$ cat src/rtl/freq_meter_pkg.sv
// Shared types and BCD constants for the gated-window frequency meter.
package freq_meter_pkg;

    typedef enum logic [1:0] {
        IDLE  = 2'd0,
        ARM   = 2'd1,
        GATE  = 2'd2,
        LATCH = 2'd3
    } state_t;

    localparam logic [3:0] BCD_NINE = 4'd9;
    localparam logic [3:0] BCD_ZERO = 4'd0;

endpackage

$ cat src/rtl/freq_meter_bcd_digit.sv
// One decade of the BCD edge counter: clear, increment with 9->0 rollover,
// and a carry that is high whenever this digit is asked to step past 9.
module bcd_digit
    import freq_meter_pkg::*;
(
    input  logic       clk,
    input  logic       rst,
    input  logic       clr,
    input  logic       inc,
    input  logic       sat,
    output logic [3:0] digit,
    output logic       carry
);

    assign carry = inc & (digit == BCD_NINE);

    // sat freezes every decade once the whole counter reads all-9s
    always_ff @(posedge clk) begin
        if (!rst) begin
            digit <= BCD_ZERO;
        end else if (clr) begin
            digit <= BCD_ZERO;
        end else if (inc && !sat) begin
            digit <= (digit == BCD_NINE) ? BCD_ZERO : digit + 4'd1;
        end
    end

endmodule

$ cat src/rtl/freq_meter.sv
// Gated-window frequency meter: counts sig_in rising edges over GATE_CYCLES clk
// cycles into packed BCD. Define FREQ_METER_OVF_EN for saturation plus an ovf port.
module freq_meter
    import freq_meter_pkg::*;
#(
    parameter int GATE_CYCLES = 1000,
    parameter int DIGITS      = 4
) (
    input  logic                clk,
    input  logic                rst,
    input  logic                start,
    input  logic                sig_in,
    output logic                busy,
    output logic                done,
    output logic [4*DIGITS-1:0] bcd
`ifdef FREQ_METER_OVF_EN
    ,
    output logic                ovf
`endif
);

    localparam int            GW        = (GATE_CYCLES > 1) ? $clog2(GATE_CYCLES) : 1;
    localparam logic [GW-1:0] GATE_LAST = GW'(GATE_CYCLES - 1);

    state_t              state;
    state_t              state_nxt;
    logic                s1;
    logic                s2;
    logic                s3;
    logic                sig_edge;
    logic [GW-1:0]       gate_cnt;
    logic [4*DIGITS-1:0] count;
    logic [DIGITS:0]     carry;
    logic                cnt_clr;
    logic                cnt_inc;
    logic                sat;

    // Two-flop synchronizer, then one delay stage for rising-edge detection
    always_ff @(posedge clk) begin
        if (!rst) begin
            s1 <= 1'b0;
            s2 <= 1'b0;
            s3 <= 1'b0;
        end else begin
            s1 <= sig_in;
            s2 <= s1;
            s3 <= s2;
        end
    end

    assign sig_edge = s2 & ~s3;

    always_ff @(posedge clk) begin
        if (!rst) begin
            state <= IDLE;
        end else begin
            state <= state_nxt;
        end
    end

    always_comb begin
        state_nxt = state;
        case (state)
            IDLE:    if (start) state_nxt = ARM;
            ARM:     state_nxt = GATE;
            GATE:    if (gate_cnt == GATE_LAST) state_nxt = LATCH;
            LATCH:   state_nxt = start ? ARM : IDLE;
            default: state_nxt = IDLE;
        endcase
    end

    always_comb begin
        busy    = (state == ARM) || (state == GATE);
        cnt_clr = (state == ARM);
        cnt_inc = (state == GATE) && sig_edge;
    end

    always_ff @(posedge clk) begin
        if (!rst) begin
            gate_cnt <= '0;
        end else if (state == ARM) begin
            gate_cnt <= '0;
        end else if (state == GATE) begin
            gate_cnt <= gate_cnt + 1'b1;
        end
    end

    assign carry[0] = cnt_inc;

    for (genvar i = 0; i < DIGITS; i++) begin : g_digit
        bcd_digit u_digit (
            .clk   (clk),
            .rst   (rst),
            .clr   (cnt_clr),
            .inc   (carry[i]),
            .sat   (sat),
            .digit (count[4*i +: 4]),
            .carry (carry[i+1])
        );
    end

`ifdef FREQ_METER_OVF_EN
    logic all_nine;
    logic ovf_int;

    always_comb begin
        all_nine = 1'b1;
        for (int i = 0; i < DIGITS; i++) begin
            if (count[4*i +: 4] != BCD_NINE) all_nine = 1'b0;
        end
    end

    assign sat = all_nine;

    // The top decade's carry fires exactly when an edge arrives at all-9s
    always_ff @(posedge clk) begin
        if (!rst) begin
            ovf_int <= 1'b0;
            ovf     <= 1'b0;
        end else begin
            if (state == ARM) begin
                ovf_int <= 1'b0;
            end else if (carry[DIGITS]) begin
                ovf_int <= 1'b1;
            end
            if (state == LATCH) ovf <= ovf_int;
        end
    end
`else
    logic carry_unused;

    assign sat          = 1'b0;
    assign carry_unused = carry[DIGITS];
`endif

    // Result is published at the clock edge that ends LATCH
    always_ff @(posedge clk) begin
        if (!rst) begin
            done <= 1'b0;
            bcd  <= '0;
        end else begin
            done <= (state == LATCH);
            if (state == LATCH) bcd <= count;
        end
    end

endmodule

$ cat config.mk
export PLATFORM = sky130hd
export DESIGN_NAME = freq_meter
export DESIGN_NICKNAME = d
export VERILOG_FILES = /design/src/rtl/freq_meter_pkg.sv /design/src/rtl/freq_meter_bcd_digit.sv /design/src/rtl/freq_meter.sv
export SDC_FILE = /design/constraint.sdc
export NUM_CORES = 1
export LEC_CHECK = 0
export CORE_MARGIN = 4
export CORE_UTILIZATION = 35
export CTS_CLUSTER_SIZE = 30
export DETAILED_ROUTE_END_ITERATION = 10
export GPL_ROUTABILITY_DRIVEN = 1
export HOLD_SLACK_MARGIN = 0.15
export PLACE_DENSITY = 0.58
export SLEW_MARGIN = 15
export SYNTH_ARGS = -nofsm -noshare
export SYNTH_HDL_FRONTEND = slang
export SYNTH_SLANG_ARGS = --single-unit
$ cat constraint.sdc
create_clock -name clk -period 3.1 [get_ports clk]
set_input_delay 0.31 -clock clk [delete_from_list [all_inputs] [get_ports clk]]
set_output_delay 0.31 -clock clk [all_outputs]
set_load 0.01 [all_outputs]
==> results.sh <==
export IMPL_ff2ff_setup_slack_ns=0.96
export IMPL_core_area_sq_um=5960
export IMPL_worstPathArrival_ns=2.38
export IMPL_skew_ns=0.00895
export IMPL_yosysWarnings=0
export IMPL_slew_viol_final=0
export IMPL_grt_overflow_total=0
export IMPL_hpwl_mm=2.57
export IMPL_layout_drive_gt1_share=0.0772
export IMPL_critical_path_endpoint="g_digit[3].u_digit.digit[3]"
export IMPL_pre_cts_ws_ns=0.965
export IMPL_yosysTopAreaCell="dfxtp_1"
export IMPL_synth_compound_area_frac=0.0558
export IMPL_worstPathRequired_ns=3.35
export IMPL_yosys_area_share_adder=0.0291
export IMPL_grt_pass1_vias=1459
export IMPL_postCtsSetupRepairBufs=0
export IMPL_clk_pin_slew_ns=0.09
export IMPL_r2r_start="state[0]"
export IMPL_synthTopCellsByArea="dfxtp_1, mux2i_1, nor2b_1, nor2_1, xor2_1"
export IMPL_crit_path_start="state[0]"
export IMPL_root_buffer="clkbuf_8"
export IMPL_max_cap_viol_count=0
export IMPL_io_pins=22
export IMPL_dpl_cell_area_sq_um=2420
export IMPL_critPathKind="reg2reg"
export IMPL_cts_made_buffers=5
export IMPL_fill_cells=605
export IMPL_wl_per_cell_microns=12.2
export IMPL_end_kind="flop"
export IMPL_finalSetupViolCount=0
export IMPL_synth_seq_cells=48
export IMPL_diodes=0
export IMPL_tightest_slew_ns=0.405
export IMPL_cp_max_fo=12
export IMPL_hold_buffers=0
export IMPL_antenna_left=0
export IMPL_gp_congestion=0.737
export IMPL_synthSimpleGateAreaFrac=0.270
export IMPL_start_util=0.361
export IMPL_synth_cell_types=39
export IMPL_p_leak_nw=0.888
export IMPL_peakVddDrop_mv=0.335
export IMPL_seq_area_sq_um=961
export IMPL_synth_mux_area_frac=0.103
export IMPL_hold_path_class="reg2reg"
export IMPL_wirelength_mm=3.92
export IMPL_dieArea_sq_um=7470
export IMPL_multiInputGateArea_sq_um=1110
export IMPL_die_w_microns=86.4
export IMPL_yosysTopAreaCellShare=0.447
export IMPL_rsz0062_at_grt="no"
export IMPL_synth_area_sq_um=2150
export IMPL_ys_seq_area_frac=0.447
export IMPL_status="complete, no violations"
export IMPL_rr_endpoint="g_digit[3].u_digit.digit[3]"
export IMPL_min_period_ns=2.14
export IMPL_first_pass_iters=4
export IMPL_clock_path_buffers=2
export IMPL_grt_max_degree=26
export IMPL_relSlewSlack=0.730
export IMPL_fp_dieH_microns=86.4
export IMPL_syn_nets=233
export IMPL_totalPowerFinal_mw=1.36
export IMPL_viasPerCell=4.79
export IMPL_drc=0
export IMPL_final_nets=254
export IMPL_antenna_found_initial=0
export IMPL_avgSynthCellArea_sq_um=9.61
export IMPL_synth_cells=224
export IMPL_cts_num_sinks=48
export IMPL_postLayoutCellArea_sq_um=2530
export IMPL_hold_violations=0
export IMPL_cts_tree="built"
export IMPL_drt_iter0_markers=73
export IMPL_ff2ff_path_depth=6
export IMPL_maxClockFrequency_mhz=468
export IMPL_grt_pass1_wl_mm=6.53
export IMPL_areaGrowthSynthToFinish_pct=17.7
export IMPL_fin_setup_tns_ns=0
export IMPL_whs_ns=0.442
export IMPL_clock_latency_ns=0.30
export IMPL_cts_repair_resized=0
export IMPL_timing_final_crit_share=0.689
export IMPL_finalWorstSetupSlack_ns=0.964
export IMPL_num_rows=28
export IMPL_numPortBuffers=21
export IMPL_gr_usage_all_layers=0.109
export IMPL_htree_levels=2
export IMPL_vias=1539
export IMPL_pwr_density_cell_nw_per_um2=536
export IMPL_synth_xor_area_share=0.0570
export IMPL_cp_start_kind="flop"
export IMPL_synth_top_family_by_area="simple AND/OR/NAND/NOR gates"
[cells in the mapped netlist, drive strengths merged]
cell type / instances
a211o: 1
a21oi: 10
a31o: 1
and2: 4
and2b: 1
and3: 1
and4: 3
and4b: 1
and4bb: 3
buf: 7
clkbuf: 3
dfxtp: 48
ha: 5
inv: 7
mux2: 1
mux2i: 21
nand2: 10
nand2b: 1
nand3: 6
nand3b: 1
nand4: 7
nand4b: 2
nor2: 23
nor2b: 21
nor3: 5
nor3b: 4
o211a: 1
o21ai: 7
o31ai: 1
or3: 2
or4: 2
xnor2: 5
xor2: 9
[worst max-delay path: stages (launching register included)]
cell and delay [ns]:
dfxtp_1 0.36, inv_1 0.09, ha_1 0.40, and4b_1 0.48, nand4_4 0.16, or4_1 0.49
nand3_1 0.09
[where the power goes]
part	leakage, nW	total [mW]	switching, mW	internal, mW
logic	0.447	0.244	0.133	0.111
clock network	0.0541	0.453	0.215	0.239
registers	0.387	0.661	0.0238	0.637
total	0.888	1.36	0.372	0.986
[how the worst min path moves through the flow]
stage	start	to	slack (ns)	depth (start not counted)
floorplan	s1	s2	0.41	1
global placement	s1	s2	0.43	1
detailed placement	s1	s2	0.42	1
CTS	s1	s2	0.45	1
global route	s1	s2	0.47	1
finish	s1	s2	0.44	1
[cells in the final DEF (no fill, tap or decap), types with 4 or more instances in the layout]
master,netlist,final
nor3_1,5,5
nand2_1,10,10
clkdlybuf4s50_1,0,21
mux2i_1,21,21
nor2b_1,21,21
ha_1,5,5
inv_1,7,7
nand4_1,6,6
nor2_1,23,23
a21oi_1,10,10
nand3_1,5,5
dfxtp_1,48,48
clkbuf_8,0,5
xor2_1,9,9
xnor2_1,5,5
o21ai_0,7,7
and2_1,4,4
[layer usage]
layer / vias up / part of all wire / track usage
met4: 0 / 0.015 / 0.0467
met5: - / 0 / 0
met2: 16 / 0.45 / 0.173
met1: 707 / 0.51 / 0.140
met3: 6 / 0.020 / 0.0257
li1: 810 / - / -
[sequential cells by signal (all words and copies together) (netlist names)]
| register | count |
|---|---|
| gate_cnt | 10 |
| s1 | 1 |
| g_digit.u_digit.digit | 16 |
| done | 1 |
| s3 | 1 |
| bcd | 16 |
| state | 2 |
| s2 | 1 |
[through the flow]
| step | utilization | std cells |
|---|---|---|
| floorplan | - | 224 |
| global placement | 0.407 | 313 |
| detailed placement | 0.407 | 313 |
| CTS | 0.425 | 321 |
| global route | 0.425 | 321 |
| finish | 0.425 | 321 |
[cell families (layout without fill, tap and decap cells)]
family | Yosys count | in the layout
AO/OA/AOI/OAI | 21 | 21
XOR/XNOR | 14 | 14
adder cells (fa/ha/maj) | 5 | 5
buffers and inverters | 17 | 39
flip-flops | 48 | 48
multiplexers | 22 | 22
AND/OR/NAND/NOR | 97 | 97
[final cells by class]
cell class | instances | share of cell area
Clock inverter | 3 | 0.0168
Tap cell | 75 | 0.0370
Sequential cell | 48 | 0.379
Timing Repair Buffer | 24 | 0.0919
Multi-Input combinational cell | 159 | 0.438
Inverter | 7 | 0.0104
Clock buffer | 5 | 0.0272
No activity file was read; power rests on OpenSTA's default activity.
